==> src/rtl/uc_pkg.sv <==
// uc_pkg: ISA opcode constants, FSM states and control vector shared by the control unit.
package uc_pkg;
  localparam int ALU_BIT = 5;
  localparam logic [3:0] OP_LI = 4'b0000;
  localparam logic [3:0] OP_NOP = 4'b0001;
  localparam logic [5:0] OP_J = 6'b010000;
  localparam logic [5:0] OP_JZ = 6'b010001;
  localparam logic [5:0] OP_JNZ = 6'b010010;
  localparam logic [5:0] OP_HALT = 6'b010011;
  localparam logic [2:0] ALU_NONE = 3'b000;
  typedef enum logic {RUN, HALTED} state_t;
  typedef struct packed {
    logic s_inc;
    logic s_inm;
    logic we3;
    logic wez;
    logic [2:0] op;
  } ctrl_t;
  localparam ctrl_t CTRL_HOLD = '{s_inc: 1'b0, s_inm: 1'b0, we3: 1'b0, wez: 1'b0, op: ALU_NONE};
endpackage

==> src/rtl/uc_decode.sv <==
// uc_decode: combinational Opcode/z to control vector and instruction class flags.
module uc_decode
  import uc_pkg::*;
(
  input  logic [5:0] Opcode,
  input  logic       z,
  output ctrl_t      ctrl,
  output logic       is_illegal,
  output logic       is_halt,
  output logic       is_taken
);
  logic is_alu, is_li, is_nop, is_j, is_jz, is_jnz;
  assign is_alu = Opcode[ALU_BIT];
  assign is_li = Opcode[5:2] == OP_LI;
  assign is_nop = Opcode[5:2] == OP_NOP;
  assign is_j = Opcode == OP_J;
  assign is_jz = Opcode == OP_JZ;
  assign is_jnz = Opcode == OP_JNZ;
  assign is_halt = Opcode == OP_HALT;
  assign is_taken = is_j || (is_jz && z) || (is_jnz && !z);
  assign is_illegal = !(is_alu || is_li || is_nop || is_j || is_jz || is_jnz || is_halt);
  // HALT is a jump-to-self, so it reloads the PC like a taken jump
  assign ctrl.s_inc = !(is_taken || is_halt);
  assign ctrl.s_inm = is_li;
  assign ctrl.we3 = is_alu || is_li;
  assign ctrl.wez = is_alu;
  assign ctrl.op = is_alu ? Opcode[4:2] : ALU_NONE;
endmodule

==> src/rtl/uc.sv <==
// uc: sequencing control unit with sticky halt, illegal-opcode flag and saturating debug counters.
module uc
  import uc_pkg::*;
#(
  parameter int RET_W = 16,
  parameter int JMP_W = 8
) (
  input  logic             clk,
  input  logic             reset,
  input  logic [5:0]       Opcode,
  input  logic             z,
  output logic             s_inc,
  output logic             s_inm,
  output logic             we3,
  output logic             wez,
  output logic [2:0]       Op,
  output logic             halted,
  output logic             illegal,
  output logic [RET_W-1:0] retired,
  output logic [JMP_W-1:0] jumps
);
  state_t state, state_nx;
  ctrl_t dec, ctrl;
  logic is_illegal, is_halt, is_taken, run;
  uc_decode u_decode (
    .Opcode(Opcode),
    .z(z),
    .ctrl(dec),
    .is_illegal(is_illegal),
    .is_halt(is_halt),
    .is_taken(is_taken)
  );
  assign run = state == RUN;
  always_ff @(posedge clk or negedge reset)
    if (!reset) state <= RUN;
    else state <= state_nx;
  always_comb begin
    state_nx = state;
    if (run && is_halt) state_nx = HALTED;
  end
  assign ctrl = run ? dec : CTRL_HOLD;
  assign s_inc = ctrl.s_inc;
  assign s_inm = ctrl.s_inm;
  assign we3 = ctrl.we3;
  assign wez = ctrl.wez;
  assign Op = ctrl.op;
  assign halted = state == HALTED;
  always_ff @(posedge clk or negedge reset)
    if (!reset) illegal <= 1'b0;
    else if (run && is_illegal) illegal <= 1'b1;
  always_ff @(posedge clk or negedge reset)
    if (!reset) retired <= '0;
    else if (run && !is_halt && retired != '1) retired <= retired + RET_W'(1);
  always_ff @(posedge clk or negedge reset)
    if (!reset) jumps <= '0;
    else if (run && is_taken && jumps != '1) jumps <= jumps + JMP_W'(1);
endmodule

==> config.mk <==
export PLATFORM = sky130hd
export DESIGN_NAME = uc
export DESIGN_NICKNAME = d
export VERILOG_FILES = /design/src/rtl/uc_pkg.sv /design/src/rtl/uc_decode.sv /design/src/rtl/uc.sv
export SDC_FILE = /design/constraint.sdc
export NUM_CORES = 1
export LEC_CHECK = 0
export BUFFER_PORTS_ARGS = -buffer_cell sky130_fd_sc_hd__buf_2
export CELL_PAD_IN_SITES_DETAIL_PLACEMENT = 0
export CELL_PAD_IN_SITES_GLOBAL_PLACEMENT = 1
export CORE_MARGIN = 2
export CORE_UTILIZATION = 38
export CTS_CLUSTER_DIAMETER = 150
export CTS_CLUSTER_SIZE = 30
export DETAILED_ROUTE_END_ITERATION = 10
export PLACE_DENSITY_LB_ADDON = 0.1
export REMOVE_ABC_BUFFERS = 1
export SYNTH_ARGS = -nofsm -noshare
export SYNTH_HDL_FRONTEND = slang
export SYNTH_SLANG_ARGS = --single-unit
==> constraint.sdc <==
create_clock -name clk -period 2 [get_ports clk]
set_clock_uncertainty 0.15 [all_clocks]
set_input_delay 0.1 -clock clk [delete_from_list [all_inputs] [get_ports clk]]
set_output_delay 0.1 -clock clk [all_outputs]
set_load 0.05 [all_outputs]
======== Word level (Yosys, flattened, before mapping) ========
Index checks and enable logic that the tools add are counted.
storage, ports and cells
  bits in latches ......................... 0
  memories ................................ 0
  output and inout bits ................... 33
  bits in read-only memories .............. 0
  RAM bits ................................ 0
  bits in registers ....................... 26
cells by class
  divide/modulo/power cells ............... 0
  multipliers ............................. 0
  shift operators ......................... 0
  reductions and logical operators ........ 22
  mux-type cells .......................... 2
  bitwise logic cells ..................... 1
  $lt $le $gt $ge ......................... 0
  eq/ne operators ......................... 7
  $add $sub $neg .......................... 2
operators by type and width
  cell                     number
  $eq A6 B5 Y1 const B     4
  $add A16 B1 Y16 const B  1
  $ne A16 B16 Y1 const B   1
  $logic_or A1 B1 Y1       9
  $add A8 B1 Y8 const B    1
  $logic_and A1 B1 Y1      8
  $ne A8 B8 Y1 const B     1
  $mux W7                  1
  $eq A4 B1 Y1 const B     1
  $logic_not A1 Y1         4
  $logic_not A4 Y1         1
  $mux W3                  1
  $not A1 Y1               1

======== Logic depth before layout (Yosys ltp) ========
  depth in word-level cells ............... 9
  gate-level depth with buffers ........... 6

======== Cells and area by module ========
From an unflattened synthesis, not the netlist that was laid out.
unflattened totals
  cell total of the unflattened synthesis .. 131
  area total of the unflattened synthesis .. 1,416.4 µm²
modules (own cells, without submodules)
  module     cells an instance  times used  sequential area each (µm²)  area an instance (µm²)
  uc         115                1           650.6                       1,290.0
  uc_decode  16                 1           0.0                         126.4

======== Worst setup path before layout ========
OpenSTA, ideal clock, no wires.
  path type ............................... register to output
  start ................................... reg state (netlist: halted)
  end ..................................... out we3
  stages on the path, launching flop included .. 3
  setup slack ............................. -0.552 ns
  data arrival time ....................... 2.302 ns
  cells stage by stage .................... dfrtp_1 -> nor3b_1 -> or2_2
on the way
  word-level cells in the longest chain between the ends .. 1
RTL lines
  item                    line      source
  from (decl)             uc.sv:22  state_t state, state_nx;
  from (signal assigned)  uc.sv:36  else state <= state_nx;
  $mux W7                 uc.sv:41  assign ctrl = run ? dec : CTRL_HOLD;
  to (decl)               uc.sv:14  output logic we3,
Every way passes these cells.

======== Worst setup path after layout ========
  start ................................... reg state (netlist: halted)
  end ..................................... out s_inc
on the way
  word-level cells in the longest chain between the ends .. 1
RTL lines
  item       line      source
  $mux W7    uc.sv:41
  to (decl)  uc.sv:12  output logic s_inc,
Every way passes these cells.

==> reports/qor.yml <==
sta:
  hold_ws_ps: 115
  relSlewSlack_pct: 60.9
  min_period_ps: 1850
  min_period_over_period_pct: 92.3
  rsz0062_at_grt: "false"
  hold_viol_final: 0
  setup_viol: 0
  final_max_slew_viol_count: 0
  clock.fmax_mhz: 542
  worst_pin_slew_ps: 587
  setup_slack_ps: 153
critical_path:
  r2r_start: "retired[0]"
  r2r_slack_ps: 150
  startpoint: "halted"
  r2r_cells: 5
  r2r_end: "retired[1]"
  startpoint_type: "register"
  cp.required_ps: 1750
  crit_type: "reg -> out"
  crit_path_end_kind: "primary output"
  arrival_ps: 1600
  crit_fanout: 11
drt:
  vias: 1066
  drc: 0
  postRouteWirelength_um: 2760
  routedWlPerCell_um: 12.9
  first_pass_iters: 4
  vias_per_cell: 4.98
  drt_iter0_markers: 32
  detail-route-antenna-nets: 0
grt:
  grt_max_degree: 27
  overflow: 0
  grt_usage_pct: 14.7
  grt_pass1_wl_um: 4750
  first_global_vias: 1026
  antenna_found_initial: 0
hold_path:
  hold_path_class: "in -> reg"
  worstHoldPathCells: 2
  worstHoldStart: "Opcode[1]"
  min_to: "halted"
status:
  status: "finished, final reports clean"
finish:
  fin_cells: 214
  layout_commonest_cell: "buf_2"
  drive_gt1_share_pct: 37.5
  final_cell_mix: "buf_2, dfrtp_1, xor2_1, nand4_1"
  antenna_cells: 0
  final_util_pct: 50.0
  nets: 180
  synthToLayoutAreaGrowth_pct: 24.4
placed_design:
  numPortBuffers: 41
  gp_congestion: 0.771
  pre_cts_ws_ps: 122
  place_inst: 207
  place_hpwl_um: 2000
yosys:
  synth_seq_cells: 26
  syn_area_mm2: 0.00136
  syn_inst: 120
  seq_area_frac_synth_pct: 47.8
  yosys_warnings: 0
  synth.avg_cell_area_um2: 11.4
  synth.distinct_cells: 32
job:
  drv_cap: 0
power_and_ir_drop:
  p_leak_nw: 0.758
  total_power_mw: 2.67
  peakVddDrop_mv: 0.764
  powerDensity_mw_per_mm2: 1570
floorplanning:
  dieArea_mm2: 0.00408
  initial_core_util_pct: 40.2
  fp.dieW_um: 63.9
  boundaryPins: 42
  die_y_um: 63.9
  core_mm2: 0.00339
  rows: 21
cts:
  cts_buffers: 3
  clkLatencyLatePin_ps: 330
  post_cts_buffers: 0
  htree_levels: 1
  root_buffer: "clkbuf_4"
  cts.clk_slew.worst_paths_ps: 140
  cts_buffer_depth: 2
  cts.sinks: 26
  cts_tree: "yes"
critical path, cell delays in order, from the launching register on:
cell	delay [ps]
dfrtp_1	460
a41o_2	360
a31oi_1	160
buf_2	280
how the worst max path moves through the flow:
stage,endpoint,slack (ps),cells past startpoint
6_report,s_inc,150,3
5_1_grt,s_inc,70,3
4_1_cts,s_inc,80,3
3_5_place_dp,retired[1],120,5
3_3_place_gp,retired[1],140,5
2_1_floorplan,we3,-550,2
layer usage:
| metal | vias up | global-route usage, % | routed length (um) |
|---|---|---|---|
| li1 | 525 | - | - |
| met1 | 504 | 19.9 | 1280 |
| met2 | 32 | 23.3 | 1280 |
| met3 | 5 | 3.17 | 173 |
| met4 | 0 | 4.89 | 35 |
| met5 | - | 0 | 0 |
Yosys cell counts:
master,instances,share of area (%)
a21oi_1,1,0.37
a31oi_1,1,0.46
a41o_1,1,0.73
and2_1,5,2.3
and3_1,4,1.8
and4_1,3,1.9
and4b_1,1,0.73
and4bb_4,1,1.2
buf_2,3,1.1
buf_4,1,0.55
buf_6,2,1.7
dfrtp_1,26,48
ha_1,2,1.8
inv_1,1,0.28
mux2_2,2,1.7
mux2i_1,1,0.73
nand2_1,6,1.7
nand3_1,7,2.6
nand4_1,8,3.7
nand4b_1,1,0.64
nor2_1,2,0.55
nor2b_1,1,0.46
nor3_1,7,2.6
nor3_2,1,0.73
nor3b_1,2,1.1
nor4_2,4,3.7
nor4_4,1,1.6
o211ai_1,1,0.55
o31ai_1,1,0.55
or2_2,1,0.46
xnor2_1,7,4.5
xor2_1,15,9.6
power by group:
part           leakage [nW]  switching, mW  total (mW)  internal (mW)
logic                 0.438           1.08        1.48          0.407
clock network        0.0210          0.161       0.273          0.112
registers             0.299          0.204       0.913          0.708
logic make-up after synthesis:
group           synth area share [%]
compound gates                  2.66
buf+inv                         3.58
mux                             2.39
flops                           47.7
simple gates                    27.6
fa+ha+maj                       1.84
xor+xnor                        14.1
sequential cells by signal, summed over array words and instances (netlist names):
register / cells
halted: 1
illegal: 1
jumps: 8
retired: 16
timing repair:
item | CTS | global route
endpoints found under the hold margin | 27 | 0
gates resized for setup | 0 | 2
hold buffers | 3 | 0
setup endpoints to repair | 0 | 2
cell type report:
type | instances | area, um2
fill | 346 | 1690
timing repair buffer | 50 | 280
inverter | 1 | 3.75
clock buffer | 4 | 36.3
multi-input combinational | 87 | 667
tap | 46 | 57.6
sequential | 26 | 651
stage by stage:
step           TNS (ps)  area [um2]
3_5_place_dp          0        1630
4_1_cts               0        1690
2_1_floorplan     -1880        1320
5_1_grt               0        1700
3_3_place_gp          0        1630
6_report              0        1700
No activity file was read; power rests on OpenSTA's default activity.
